--- src/rtl/fetch_pc_gen.sv ---
`default_nettype none
// ============================================================================
//  Module   : fetch_pc_gen
//  Purpose  : Instruction-fetch PC generator. Issues one fetch block per
//             accepted request, steps sequentially block by block, and
//             follows exception/ertn and branch/jump redirects. A redirect
//             that arrives while the fetch stage is stalled is parked in a
//             pending register until the stage becomes ready.
//
//  Ports
//    clk_i              in   1         clock, all state on rising edge
//    rst_i              in   1         asynchronous active-high reset
//    excp_bus_i         in   PC_W+1    {taken, target} exception/ertn redirect
//    jbr_bus_i          in   PC_W+1    {taken, target} branch/jump redirect
//    ctl_if_allow_in_i  in   1         downstream ready
//    ctl_if_valid_o     out  1         fetch request valid
//    if_pc_o            out  PC_W      fetch start PC (may point mid-block)
//    if_slot_mask_o     out  FETCH_N   valid instruction slots in the block
//    if_adef_o          out  1         misaligned fetch PC, qualified by valid
//    redir_pending_o    out  1         buffered redirect waiting for ready
//
//  Parameters
//    PC_W      PC width in bits
//    RESET_PC  first fetch address after reset
//    FETCH_N   instructions per fetch block (1, 2, 4 or 8)
//
//  Revision : 1.0  initial release
// ============================================================================
module fetch_pc_gen #(
    parameter int unsigned      PC_W     = 32,
    parameter logic [PC_W-1:0]  RESET_PC = 'h1C00_0000,
    parameter int unsigned      FETCH_N  = 2
) (
    input  logic                clk_i,
    input  logic                rst_i,
    input  logic [PC_W:0]       excp_bus_i,
    input  logic [PC_W:0]       jbr_bus_i,
    input  logic                ctl_if_allow_in_i,
    output logic                ctl_if_valid_o,
    output logic [PC_W-1:0]     if_pc_o,
    output logic [FETCH_N-1:0]  if_slot_mask_o,
    output logic                if_adef_o,
    output logic                redir_pending_o
);

    // ------------------------------------------------------------------
    // Block geometry
    // ------------------------------------------------------------------
    localparam int unsigned     c_BLK            = FETCH_N * 4;
    localparam int unsigned     c_LOG2_BLK       = $clog2(c_BLK);
    localparam logic [PC_W-1:0] c_BLK_BYTES      = PC_W'(c_BLK);
    localparam logic [PC_W-1:0] c_BLK_ALIGN_MASK = ~(c_BLK_BYTES - PC_W'(1));

    // ------------------------------------------------------------------
    // State encoding
    //   BOOT : single settling cycle after reset, no fetch issued
    //   RUN  : normal fetching
    //   HOLD : a redirect is parked, waiting for downstream ready
    // ------------------------------------------------------------------
    typedef enum logic [1:0] {
        ST_BOOT = 2'd0,
        ST_RUN  = 2'd1,
        ST_HOLD = 2'd2
    } state_t;

    state_t             r_state;
    state_t             w_state_nxt;
    logic [PC_W-1:0]    r_pc;
    logic [PC_W-1:0]    w_pc_nxt;
    logic [PC_W-1:0]    r_pending;
    logic [PC_W-1:0]    w_pending_nxt;

    logic               w_excp_taken;
    logic               w_jbr_taken;
    logic               w_redir_taken;
    logic [PC_W-1:0]    w_redir_target;
    logic [PC_W-1:0]    w_seq_pc;
    logic               w_fetch_valid;
    logic               w_hold;

    // ------------------------------------------------------------------
    // Redirect selection: exception/ertn always wins over branch/jump.
    // ------------------------------------------------------------------
    assign w_excp_taken   = excp_bus_i[PC_W];
    assign w_jbr_taken    = jbr_bus_i[PC_W];
    assign w_redir_taken  = w_excp_taken | w_jbr_taken;
    assign w_redir_target = w_excp_taken ? excp_bus_i[PC_W-1:0]
                                         : jbr_bus_i[PC_W-1:0];

    // Sequential successor: start of the next block. Clearing the low bits
    // here is what realigns a fetch that entered mid-block (or misaligned).
    assign w_seq_pc = (r_pc & c_BLK_ALIGN_MASK) + c_BLK_BYTES;

    // ------------------------------------------------------------------
    // State register
    // ------------------------------------------------------------------
    always_ff @(posedge clk_i or posedge rst_i) begin
        if (rst_i) begin
            r_state   <= ST_BOOT;
            r_pc      <= RESET_PC;
            r_pending <= '0;
        end else begin
            r_state   <= w_state_nxt;
            r_pc      <= w_pc_nxt;
            r_pending <= w_pending_nxt;
        end
    end

    // ------------------------------------------------------------------
    // Next-state and output decode
    // ------------------------------------------------------------------
    always_comb begin
        w_state_nxt   = r_state;
        w_pc_nxt      = r_pc;
        w_pending_nxt = r_pending;
        w_fetch_valid = 1'b0;
        w_hold        = 1'b0;

        case (r_state)
            ST_BOOT: begin
                // Redirects are ignored; the first fetch is always RESET_PC.
                w_state_nxt = ST_RUN;
                w_pc_nxt    = RESET_PC;
            end

            ST_RUN: begin
                // A redirect in flight squashes the current request so the
                // wrong-path block is never presented downstream.
                w_fetch_valid = ~w_redir_taken;
                if (w_redir_taken) begin
                    if (ctl_if_allow_in_i) begin
                        w_pc_nxt = w_redir_target;
                    end else begin
                        w_pending_nxt = w_redir_target;
                        w_state_nxt   = ST_HOLD;
                    end
                end else if (ctl_if_allow_in_i) begin
                    w_pc_nxt = w_seq_pc;
                end
            end

            ST_HOLD: begin
                w_hold = 1'b1;
                // The most recent redirect supersedes whatever was parked.
                if (w_redir_taken) begin
                    w_pending_nxt = w_redir_target;
                end
                if (ctl_if_allow_in_i) begin
                    w_pc_nxt      = w_redir_taken ? w_redir_target : r_pending;
                    w_pending_nxt = '0;
                    w_state_nxt   = ST_RUN;
                end
            end

            default: begin
                w_state_nxt   = ST_BOOT;
                w_pc_nxt      = RESET_PC;
                w_pending_nxt = '0;
            end
        endcase
    end

    // ------------------------------------------------------------------
    // Outputs. All are functions of registered state plus the same-cycle
    // redirect squash, so an asynchronous reset reaches them immediately.
    // ------------------------------------------------------------------
    assign ctl_if_valid_o  = w_fetch_valid;
    assign if_pc_o         = r_pc;
    assign if_adef_o       = w_fetch_valid & (|r_pc[1:0]);
    assign redir_pending_o = w_hold;

    // Slot mask: slots before the entry slot of the block are not valid.
    generate
        if (FETCH_N == 1) begin : g_mask_single
            assign if_slot_mask_o = 1'b1;
        end else begin : g_mask_multi
            localparam int unsigned c_IDX_W = $clog2(FETCH_N);
            logic [c_IDX_W-1:0] w_slot_idx;

            assign w_slot_idx = r_pc[c_LOG2_BLK-1:2];

            for (genvar i = 0; i < FETCH_N; i++) begin : g_slot
                assign if_slot_mask_o[i] = (c_IDX_W'(i) >= w_slot_idx);
            end
        end
    endgenerate

endmodule
`default_nettype wire

--- config.mk ---
export PLATFORM = sky130hd
export DESIGN_NAME = fetch_pc_gen
export DESIGN_NICKNAME = d
export VERILOG_FILES = /design/src/rtl/fetch_pc_gen.sv
export SDC_FILE = /design/constraint.sdc
export NUM_CORES = 1
export LEC_CHECK = 0
export ABC_AREA = 1
export BUFFER_PORTS_ARGS = -buffer_cell sky130_fd_sc_hd__buf_4
export CAP_MARGIN = 10
export CORE_MARGIN = 2
export CORE_UTILIZATION = 55
export DETAILED_ROUTE_END_ITERATION = 10
export PLACE_DENSITY = 0.8
export SETUP_SLACK_MARGIN = 0.4
export SLEW_MARGIN = 30
export SYNTH_ARGS = -nofsm -noshare
export SYNTH_HDL_FRONTEND = slang
export SYNTH_SLANG_ARGS = --single-unit
--- constraint.sdc ---
create_clock -name clk_i -period 5.98 [get_ports clk_i]
set_clock_uncertainty 0.1 [all_clocks]
set_input_delay 1.495 -clock clk_i [delete_from_list [all_inputs] [get_ports clk_i]]
set_output_delay 1.495 -clock clk_i [all_outputs]
set_load 0.02 [all_outputs]
Yosys cells after proc, flatten, opt, wreduce, memory -nomap -nowiden
Cells that the tools add are included.
{"block": "word_totals", "ff_bits": 66, "memories": 0, "latchBits": 0, "wordCells": 38, "ramBits": 0, "romBits": 0, "out_inout_bits": 37, "input_bits": 69}
{"block": "classes", "bitwise": 4, "n_eq_ne": 6, "n_mul": 0, "n_reduce_logical": 5, "n_mux": 17, "order_cmp": 2, "div_mod_pow": 0, "n_addsub": 1, "shift": 0}
{"cell": "2-to-1 mux 32 bit", "count": 9}
{"cell": "one-hot mux 32 bit (3 select lines)", "count": 1}
{"cell": "one-hot mux 32 bit (2 select lines)", "count": 1}
{"cell": "adder 32 x 4 -> 32 bit (second input constant)", "count": 1}
{"cell": "!= test 2 bit (second input constant)", "count": 4}
{"cell": "2-to-1 mux 2 bit", "count": 3}
{"cell": "one-hot mux 2 bit (3 select lines)", "count": 1}
{"cell": "AND reduction 3 bit", "count": 2}
{"cell": "equality test 2 x 1 -> 1 bit (second input constant)", "count": 1}
{"cell": "equality test 2 bit (second input constant)", "count": 1}
{"cell": ">= comparator 1 bit (first input constant)", "count": 2}
{"cell": "logical NOT 2 bit", "count": 1}
{"cell": "2-to-1 mux 1 bit", "count": 2}
{"cell": "NOT 1 bit", "count": 2}
{"cell": "AND reduction 2 bit", "count": 1}
{"cell": "OR reduction 2 bit", "count": 1}
{"cell": "AND 1 bit", "count": 1}
{"cell": "OR 1 bit", "count": 1}

Depth between registers and ports, before layout
Gate-level depths: netlist (run 1).
{"block": "logic_depth", "word_depth": 4, "depth_mapped": 14, "depth_no_buf": 14}

Worst setup path after synthesis (run 1)
No wires, ideal clock.
{"block": "synth_timing", "path_kind": "input port to output port", "start": "input excp_bus_i[32]", "end": "output if_adef_o", "stages": 7, "t_required_ns": 4.385, "arrival_time_ns": 2.625, "slack_ns": 1.760, "cell_sequence": "buf_6 > nor2_8 > inv_2 > buf_6 > nor2_2 > inv_1 > a21oi_1"}
{"block": "synth_via", "elab_chain_len": 4}
{"element": "start: declaration", "line_no": "36", "text": "input logic [PC_W:0] excp_bus_i,"}
{"element": "OR 1 bit", "line_no": "86", "text": "assign w_redir_taken = w_excp_taken | w_jbr_taken;"}
{"element": "NOT 1 bit", "line_no": "129", "text": "w_fetch_valid = ~w_redir_taken;"}
{"element": "2-to-1 mux 1 bit", "line_no": "119", "text": "case (r_state)"}
{"element": "via ctl_if_valid_o", "line_no": "39", "text": "output logic ctl_if_valid_o,"}
{"element": "AND 1 bit", "line_no": "169", "text": "assign if_adef_o = w_fetch_valid & (|r_pc[1:0]);"}
{"element": "end: declaration", "line_no": "42", "text": "output logic if_adef_o,"}
The timed path passes the listed nets, and every way through them passes these cells.

Worst setup path in the final report (run 1)
{"block": "layout_timing", "start": "input excp_bus_i[32]", "end": "output if_adef_o"}
{"block": "layout_via", "elab_chain_len": 4}
{"element": "OR 1 bit", "line_no": "86"}
{"element": "NOT 1 bit", "line_no": "129"}
{"element": "2-to-1 mux 1 bit", "line_no": "119"}
{"element": "AND 1 bit", "line_no": "169"}
No other way between the ends.

==> out/metrics.yaml, run 1 <==
run_status:
  outcome: "completed"
clock_tree:
  clock_sinks: 66
  clockRootBuffer: "clkbuf_8"
  postCtsSetupRepairBufs: 0
  cts_buffers: 9
  cts-resized-gates: 0
  clkTransAtPathRegs_ps: 80
  cts_tree: "built"
  clk_latency_ps: 350
  cts.path.max_buffers: 2
  ctsHoldBuffers: 0
  cts.htree.levels: 3
floorplan:
  start_util: 0.570
  num_rows: 34
  dieArea_mm2: 0.00991
  fp.dieH_um: 99.5
  core-area_mm2: 0.00881
  die_x_um: 99.5
  design.portCount: 106
critical_path:
  crit_start: "excp_bus_i[32]"
  path_common_cell: "buf_4"
  worst_setup_path_start_kind: "input pin"
  path_cells: "buf_4 -> nor2_8 -> inv_2 -> nor2_2 -> inv_1 -> a21oi_1 -> buf_4"
  cp_slowest_cell: "nor2_8"
  path_max_fanout: 45
  path_delay_family: "buffers and inverters"
  cp.required_ps: 4390
  worstSetupPathType: "in -> out"
  r2r-start: "r_state[1]"
  path_buf_inv: 4
  critPathCaptureType: "output port"
  slowest_delay_ps: 380
  worstPathArrival_ps: 2700
timing:
  max_freq_ghz: 0.233
  rsz0062_at_grt: "false"
  fin_crit_ps: 4300
  final.period_utilization: 0.719
  setup_viol: 0
  final-hold-violation-count: 0
  tightest_slew_ps: 874
  slew_violations: 0
  relSlewSlack: 0.418
  setup_tns_ps: 0
  holdWs_ps: 442
yosys:
  yosys_warnings: 0
  yosys.area_share.simple: 0.295
  synth_top_family_by_area: "simple AND/OR/NAND/NOR gates"
  synth_edf_count: 0
  synth_seq_cells: 66
  syn-cell-area_mm2: 0.00502
  yosysSeqAreaShare: 0.330
  synth-compound-area-share: 0.191
  syn_nets: 808
  synth.distinct_cells: 36
  synthXorXnorAreaFrac: 0.0174
  synth_fa_ha_area_frac: 0.0125
  muxShareOfSynthArea: 0.0449
  syn_avg_cell_area_um2: 6.84
  syn-instance-count: 734
  ys_async_sr_fraction: 1.00
  synth_flop_cell: "dfrtp_1"
final_layout:
  drive_gt1_frac: 0.217
  area_growth_pct: 19.6
  diodes: 0
  fin_nets: 889
  utilization: 0.682
placed_design:
  portBuffers: 104
  place_congestion: 0.957
  dpl.hpwl_mm: 10.4
pwr:
  ir_drop_mv: 0.642
  pwr-share-seq: 0.311
  power_frac_comb: 0.505
  leakage_uw: 0.00296
  clkPwrFrac: 0.184
  switching_share: 0.470
  p_switching_uw: 1220
  pwr_density_cell_mw_per_mm2: 434
  p_int_uw: 1380
detailed_routing:
  wl_per_cell_um: 15.9
  drt_iter0_drc: 531
  vias_per_cell: 5.70
  drc: 0
  drtAntennaViolNets: 0
  via_count: 5293
  dr.pass1.iters: 5
  drt-total-wl_mm: 14.8
hold_path:
  hp-start: "r_pending[4]"
  min_path_type: "reg -> reg"
global_routing:
  grt_pass1_wl_mm: 24.7
  grt_overflow_total: 0
  grt_max_degree: 71
  grt_usage: 0.310
  antenna_found_initial: 0
  grt_pass1_vias: 5058
job:
  drv_cap: 0
==> tightest hold or removal path, delay by kind of cell, from the launching register on <==
family / cells / cell delay [ps]
AO/OA/AOI/OAI: 1 / 80
buffers and inverters: 1 / 60
flip-flops: 1 / 360
==> layout by cell type (no fill, tap or decap), types with 2 or more instances in the layout <==
cell type / Yosys / layout
nand2_2: 3 / 4
dfstp_2: 3 / 3
nand2_4: 2 / 2
a21boi_1: 2 / 2
a21oi_1: 13 / 13
a21boi_0: 4 / 4
and2_1: 2 / 2
o21ai_1: 15 / 15
inv_2: 4 / 5
buf_4: 2 / 109
nand2_1: 274 / 273
o22ai_1: 40 / 40
o21ai_0: 50 / 50
clkinvlp_4: 0 / 2
nor2_1: 40 / 39
dfrtp_1: 63 / 63
ha_1: 5 / 4
inv_1: 77 / 76
o21a_1: 3 / 3
nand3_1: 8 / 8
nor2_4: 10 / 10
xor2_1: 10 / 10
clkbuf_8: 2 / 10
a22oi_1: 31 / 31
nand3b_1: 5 / 5
mux2_2: 20 / 20
bufinv_16: 0 / 3
nor2_2: 4 / 5
nand4_1: 2 / 2
==> layout make-up <==
cell class,instances,area [µm²]
Tap cell,108,135
Fill cell,768,2800
Inverter,82,308
Multi-Input combinational cell,547,2840
Timing Repair Buffer,109,818
Sequential cell,66,1660
Clock buffer,10,138
Clock inverter,6,114
==> power groups by stage <==
stage / registers (µW) / clock network [µW] / logic [µW]
finish: 812 / 479 / 1320
global route: 838 / 496 / 1440
CTS: 808 / 477 / 1290
detailed placement: 816 / 0 / 1280
global placement: 806 / 0 / 1240
floorplan: 872 / 0 / 818
==> synthesized netlist by cell type (4+ instances only) <==
cell | instances | area [µm²]
inv_1 | 77 | 289
nor2_1 | 40 | 150
a21boi_0 | 4 | 30.0
buf_2 | 16 | 80.1
o22ai_1 | 40 | 250
inv_2 | 4 | 15.0
xor2_1 | 10 | 87.6
o21ai_0 | 50 | 250
nand2_1 | 274 | 1030
o21ai_1 | 15 | 75.1
nand3_1 | 8 | 40.0
ha_1 | 5 | 62.6
a21oi_1 | 13 | 65.1
mux2_2 | 20 | 225
nor2_4 | 10 | 113
buf_6 | 6 | 67.6
nand3b_1 | 5 | 37.5
clkbuf_1 | 12 | 45.0
a22oi_1 | 31 | 233
dfrtp_1 | 63 | 1580
nor2_2 | 4 | 25.0
==> cells by family after synthesis <==
kind of cell,Yosys count
XOR/XNOR,10
AO/OA/AOI/OAI,160
multiplexers,20
flip-flops,66
adder cells (fa/ha/maj),5
buffers and inverters,121
AND/OR/NAND/NOR,351
other,1
==> path summary, 6_finish.rpt <==
kind | endpoint | slack (ps) | cells past startpoint
max in group asynchronous | r_pending[30] | 3910 | 3
hold reg to reg | r_pending[4] | 440 | 2
setup / recovery | if_adef_o | 1680 | 7
hold / removal | r_pending[4] | 440 | 2
setup reg to reg | if_pc_o[5] | 2560 | 9
min in group asynchronous | if_pc_o[3] | 1290 | 3
==> per-stage QoR <==
stage	power (µW)	setup slack [ps]	area (µm²)	instances
2_1_floorplan	1690	1760	5020	734
3_3_place_gp	2050	1700	5740	912
3_5_place_dp	2090	1700	5750	912
4_1_cts	2580	1690	6000	928
5_1_grt	2780	1570	6000	928
6_report	2610	1680	6000	928
==> routing by layer <==
layer / up-vias / track usage / wire length, µm
met3: 21 / 0.0590 / 1340
met4: 0 / 0.0927 / 216
met1: 2457 / 0.455 / 6520
li1: 2535 / - / -
met2: 280 / 0.467 / 6690
met5: - / 0 / 0
==> state kept, by name, summed over array words and instances, names as in the netlist <==
signal and flops:
if_pc_o 32, r_pending 32, r_state 2
Note: power is estimated with default switching activity, not from simulation.
==> inputs of run 2 (changes only) <==
==> constraint.sdc (replaced) <==
create_clock -name clk_i -period 4.44 [get_ports clk_i]
set_clock_uncertainty 0.1 [all_clocks]
set_input_delay 1.11 -clock clk_i [delete_from_list [all_inputs] [get_ports clk_i]]
set_output_delay 1.11 -clock clk_i [all_outputs]
set_load 0.02 [all_outputs]
==> run 2 against run 1 <==
Effect of this change: sequential share of layout area up 0.10 points; die area unchanged; critical path depth unchanged; via count down 2.2%; sequential power up 35%; worst hold slack worse by 3.0 ps; first-iteration DRC count down 27%; combinational power up 32%; global-route usage down 2.4 points; setup slack worse by 780 ps; register-to-register slack worse by 880 ps; largest cell class unchanged.
==> out/metrics.yaml, run 2 (synthesized netlist as in run 1, its figures left out) <==
floorplan:
  dieArea_mm2: 0.00991  # unchanged
  core-area_mm2: 0.00881  # unchanged
  num_rows: 34  # unchanged
  start_util: 0.570  # unchanged
  design.portCount: 106  # unchanged
  fp.dieH_um: 99.5  # unchanged
  die_x_um: 99.5  # unchanged
timing:
  max_freq_ghz: 0.282
  rsz0062_at_grt: "false"  # unchanged
  tightest_slew_ps: 787  # was 874 ps
  relSlewSlack: 0.474  # was 0.418
  setup_ws_ps: 900  # was 1680 ps
  setup_viol: 0  # unchanged
  final.period_utilization: 0.797
  fin_crit_ps: 3540
  slew_violations: 0  # unchanged
  final-hold-violation-count: 0  # unchanged
  setup_tns_ps: 0  # unchanged
final_layout:
  diodes: 0  # unchanged
  fin_area_mm2: 0.00598  # was 0.00600 mm²
  final_cell_mix: "nand2_1 (274), buf_4 (112), inv_1 (76), dfrtp_1 (63), o21ai_0 (50)"  # was nand2_1 (273), buf_4 (109), inv_1 (76), dfrtp_1 (63), o21ai_0 (50)
  fill_cells: 757  # was 768
  fin_cells: 931  # was 928
  fin_nets: 892  # was 889
  final_common_cell: "nand2_1"  # unchanged
  drive_gt1_frac: 0.219  # was 0.217
  area_growth_pct: 19.1  # was 19.6%
clock_tree:
  cts_tree: "built"  # unchanged
  cts.htree.levels: 3  # unchanged
  cts-resized-gates: 0  # unchanged
  clockRootBuffer: "clkbuf_8"  # unchanged
  clkTransAtPathRegs_ps: 70  # was 80 ps
  cts_buffers: 9  # unchanged
  cts.path.max_buffers: 2  # unchanged
  postCtsSetupRepairBufs: 0  # unchanged
  ctsHoldBuffers: 0  # unchanged
  clock_sinks: 66  # unchanged
  clk_latency_ps: 350  # about the same
critical_path:
  rr_worst_depth: 9  # unchanged
  path_common_cell: "buf_4"  # unchanged
  cp_slowest_cell: "nor2_8"  # unchanged
  r2r-start: "r_state[0]"  # was r_state[1]
  crit_start: "excp_bus_i[32]"  # unchanged
  path_max_fanout: 45  # unchanged
  worst_setup_path_start_kind: "input pin"  # unchanged
  path_buf_inv: 4  # unchanged
  worstSetupPathType: "in -> out"  # unchanged
  reg2reg_slack_ps: 1680  # was 2560 ps
  path_delay_family: "buffers and inverters"  # unchanged
  path_cells: "buf_4 -> nor2_8 -> inv_2 -> nor2_2 -> inv_1 -> a21oi_1 -> buf_4"  # unchanged
  worstPathArrival_ps: 2330  # was 2700 ps
  slowest_delay_ps: 380  # about the same
  critPathCaptureType: "output port"  # unchanged
  regToRegEndpoint: "if_pc_o[5]"  # unchanged
  cp.required_ps: 3230  # was 4390 ps
global_routing:
  grt_use_met2: 0.424  # was 0.467
  grtUsageMet1: 0.432  # was 0.455
  grt_overflow_total: 0  # unchanged
  grt_pass1_wl_mm: 22.8  # was 24.7 mm
  antenna_found_initial: 0  # unchanged
  grt_pass1_vias: 4691  # was 5,058
  grt-busiest-layer: "met1"  # was met2
  grt_usage: 0.286  # was 0.310
  grt_max_degree: 71  # unchanged
  met3_usage: 0.0555  # was 0.0590
detailed_routing:
  drt_iter0_drc: 386  # was 531
  wl_per_cell_um: 14.9  # was 15.9 µm
  vias_per_cell: 5.56  # was 5.70
  drt-total-wl_mm: 13.9  # was 14.8 mm
  drc: 0  # unchanged
  drtAntennaViolNets: 0  # unchanged
  dr.pass1.iters: 5  # unchanged
  via_count: 5179  # was 5,293
placed_design:
  place_congestion: 0.982  # was 0.957
  dpl.hpwl_mm: 10.1  # was 10.4 mm
  dpl.cell_count: 915  # was 912
  dpl-instance-area_mm2: 0.00576  # was 0.00575 mm²
  place_worst_setup_slack_ps: 917  # was 1700 ps
  portBuffers: 104  # unchanged
job:
  drv_cap: 0  # unchanged
pwr:
  pwr_density_cell_mw_per_mm2: 569  # was 434 mW/mm²
  ir_drop_mv: 0.694  # was 0.642 mV
  p_total_uw: 3400  # was 2610 µW
  leakage_uw: 0.00296  # about the same
run_status:
  outcome: "completed"  # unchanged
hold_path:
  hp-start: "r_pending[16]"  # was r_pending[4]
  min_to: "r_pending[16]"  # was r_pending[4]
  min_path_type: "reg -> reg"  # unchanged
  min_delay_path_depth: 2  # unchanged
[run 2: stage by stage]
step           hold slack [ps]   util
2_1_floorplan              412      -
4_1_cts                    440  0.679
6_report                   439  0.679
3_3_place_gp               423  0.654
3_5_place_dp               429  0.654
5_1_grt                    455  0.679
[run 2: where the power goes]
group | switching [µW] | total (µW) | internal [µW]
clock network | 244 | 559 | 315
registers | 232 | 1100 | 870
logic | 1130 | 1740 | 612
total | 1610 | 3400 | 1800
[run 2: final cells by class]
cell class / count / area (µm²) / share of cell area
Clock buffer: 9 / 124 / 0.0207
Clock inverter: 7 / 93.8 / 0.0157
Inverter: 82 / 309 / 0.0517
Multi-Input combinational cell: 547 / 2820 / 0.472
Sequential cell: 66 / 1660 / 0.277
Tap cell: 108 / 135 / 0.0226
Timing Repair Buffer: 112 / 841 / 0.141
[run 2: how the worst max path moves through the flow]
stage,to,slack (ps),depth (start not counted)
after detailed placement,if_adef_o,920,7
after floorplan,if_adef_o,990,7
final,if_adef_o,900,7
after global routing,if_adef_o,810,7
after global placement,if_adef_o,950,7
after CTS,if_adef_o,910,7
[run 2: per-layer routing]
layer  wire, µm  vias up
met1       6410     2390
met2       6110      219
li1           -     2555
met5          0        -
met4        178        0
met3       1170       15
[run 2: worst register-to-register path: stages, from the launching register on]
cell	delay [ps]
dfrtp_1	410
inv_1	100
ha_1	190
inv_1	110
a21oi_2	130
buf_4	270
inv_1	270
nand2_1	510
inv_2	280
a22o_2	290
==> inputs of run 3 (changes only) <==
==> constraint.sdc (replaced) <==
create_clock -name clk_i -period 3.3 [get_ports clk_i]
set_clock_uncertainty 0.1 [all_clocks]
set_input_delay 0.825 -clock clk_i [delete_from_list [all_inputs] [get_ports clk_i]]
set_output_delay 0.825 -clock clk_i [all_outputs]
set_load 0.02 [all_outputs]
==> run 3 against run 2 <==
Effect of this change: final cell count increased by 0.43%; via count increased by 2.3%; combinational power increased by 37%; register-to-register slack got worse by 900 ps; setup slack got worse by 240 ps; global-route usage increased by 1.7 points; sequential cell count unchanged; clock power increased by 12%; wire length increased by 6.5%; critical path type is now reg -> out.
==> out/metrics.yaml, run 3 (synthesized netlist as in run 1, its figures left out) <==
run_status:
  outcome: "completed"  # unchanged
floorplan:
  dieArea_mm2: 0.00991  # unchanged
  core-area_mm2: 0.00881  # unchanged
  design.portCount: 106  # unchanged
  start_util: 0.570  # unchanged
  num_rows: 34  # unchanged
  fp.dieH_um: 99.5  # unchanged
  die_x_um: 99.5  # unchanged
timing:
  holdWs_ps: 440  # was 439 ps
  final.period_utilization: 0.800
  max_freq_ghz: 0.379
  relSlewSlack: 0.569  # was 0.474
  rsz0062_at_grt: "false"  # unchanged
  setup_tns_ps: 0  # unchanged
  setup_viol: 0  # unchanged
  final-hold-violation-count: 0  # unchanged
  slew_violations: 0  # unchanged
  tightest_slew_ps: 646  # was 787 ps
  fin_crit_ps: 2640
final_layout:
  diodes: 0  # unchanged
  area_growth_pct: 18.8  # was 19.1%
  fill_cells: 754  # was 757
  final_common_cell: "nand2_1"  # unchanged
  fin_nets: 896  # was 892
  drive_gt1_frac: 0.221  # was 0.219
  seqCellArea_mm2: 0.00166  # unchanged
  final_cell_mix: "nand2_1 (274), buf_4 (116), inv_1 (76), dfrtp_1 (63), o21ai_0 (50)"  # was nand2_1 (274), buf_4 (112), inv_1 (76), dfrtp_1 (63), o21ai_0 (50)
  multi_input_area_mm2: 0.00282  # unchanged
critical_path:
  worst_setup_path_start_kind: "flip-flop"  # was input pin
  worstPathArrival_ps: 1720  # was 2330 ps
  path_buf_inv: 4  # unchanged
  worstSetupPathType: "reg -> out"  # was in -> out
  reg2reg_slack_ps: 780  # was 1680 ps
  path_max_fanout: 7  # was 45
  path_common_cell: "inv_1"  # was buf_4
  regToRegEndpoint: "if_pc_o[5]"  # unchanged
  cp_slowest_cell: "dfrtp_1"  # was nor2_8
  path_cells: "inv_1 -> ha_2 -> inv_2 -> nor2_2 -> inv_1 -> a21oi_1 -> buf_4"  # was buf_4 -> nor2_8 -> inv_2 -> nor2_2 -> inv_1 -> a21oi_1 -> buf_4
  path_delay_family: "buffers and inverters"  # unchanged
  critPathCaptureType: "output port"  # unchanged
  slowest_delay_ps: 410  # was 380 ps
  r2r-start: "r_state[0]"  # unchanged
  cp.required_ps: 2370  # was 3230 ps
  rr_worst_depth: 8  # was 9
hold_path:
  min_path_type: "reg -> reg"  # unchanged
  min_to: "r_pending[15]"  # was r_pending[16]
  min_delay_path_depth: 2  # unchanged
  hp-start: "r_pending[15]"  # was r_pending[16]
global_routing:
  grt_pass1_wl_mm: 23.9  # was 22.8 mm
  antenna_found_initial: 0  # unchanged
  grt_overflow_total: 0  # unchanged
  grt_usage: 0.303  # was 0.286
  grt_max_degree: 71  # unchanged
  grt_pass1_vias: 4906  # was 4,691
detailed_routing:
  dr.pass1.iters: 5  # unchanged
  drt_iter0_drc: 480  # was 386
  drc: 0  # unchanged
  vias_per_cell: 5.67  # was 5.56
  wl_per_cell_um: 15.8  # was 14.9 µm
  drt-total-wl_mm: 14.8  # was 13.9 mm
  via_count: 5300  # was 5,179
  drtAntennaViolNets: 0  # unchanged
pwr:
  ir_drop_mv: 0.927  # was 0.694 mV
  leakage_uw: 0.00296  # about the same
  pwr_density_cell_mw_per_mm2: 755  # was 569 mW/mm²
  p_total_uw: 4500  # was 3400 µW
placed_design:
  place_congestion: 0.977  # was 0.982
  portBuffers: 104  # unchanged
  dpl.hpwl_mm: 10.5  # was 10.1 mm
clock_tree:
  cts-resized-gates: 0  # unchanged
  clockRootBuffer: "clkbuf_8"  # unchanged
  postCtsSetupRepairBufs: 0  # unchanged
  cts.htree.levels: 3  # unchanged
  cts_tree: "built"  # unchanged
  clkTransAtPathRegs_ps: 80  # was 70 ps
  cts_buffers: 9  # unchanged
  clk_latency_ps: 350  # about the same
  ctsHoldBuffers: 0  # unchanged
  cts.path.max_buffers: 2  # unchanged
  clock_sinks: 66  # unchanged
job:
  drv_cap: 0  # unchanged
## run 3: power by group
| part | switching (µW) | total, µW | internal, µW |
|---|---|---|---|
| sequential | 317 | 1490 | 1170 |
| combinational | 1560 | 2390 | 829 |
| clock | 334 | 624 | 290 |
| total | 2210 | 4500 | 2290 |
## run 3: worst min-delay path: cells and delay by family, from the launching register on
kind	cells	cell delay (ps)
buffers and inverters	1	60
DFF	1	360
AOI/OAI and AO/OA	1	80
## run 3: how the worst max path moves through the flow
stage	depth (start not counted)	end	from	slack, ps
floorplan	7	if_adef_o	excp_bus_i[32]	420
global placement	7	if_adef_o	excp_bus_i[32]	740
detailed placement	7	if_adef_o	excp_bus_i[32]	720
CTS	7	if_adef_o	r_state[1]	670
global route	7	if_adef_o	r_state[1]	580
finish	7	if_adef_o	r_state[1]	660
## run 3: per-stage QoR
step	util	setup WS, ps	std cells	area, µm²
5_1_grt	0.677	576	935	5960
3_5_place_dp	0.658	725	919	5790
3_3_place_gp	0.658	738	919	5790
6_report	0.677	659	935	5960
4_1_cts	0.677	672	935	5960
2_1_floorplan	-	420	734	5020
## run 3: layer usage
| metal | wire, µm | global-route usage | up-vias |
|---|---|---|---|
| met4 | 214 | 0.0864 | 0 |
| met5 | 0 | 0 | - |
| met2 | 6610 | 0.451 | 298 |
| met1 | 6430 | 0.446 | 2415 |
| li1 | - | - | 2562 |
| met3 | 1510 | 0.0632 | 25 |
## run 3: cell type report
type / instances / share of cell area
multi-input combinational: 547 / 0.473
sequential: 66 / 0.278
timing repair buffer: 116 / 0.146
inverter: 82 / 0.0516
clock buffer: 11 / 0.0237
tap: 108 / 0.0227
clock inverter: 5 / 0.00503
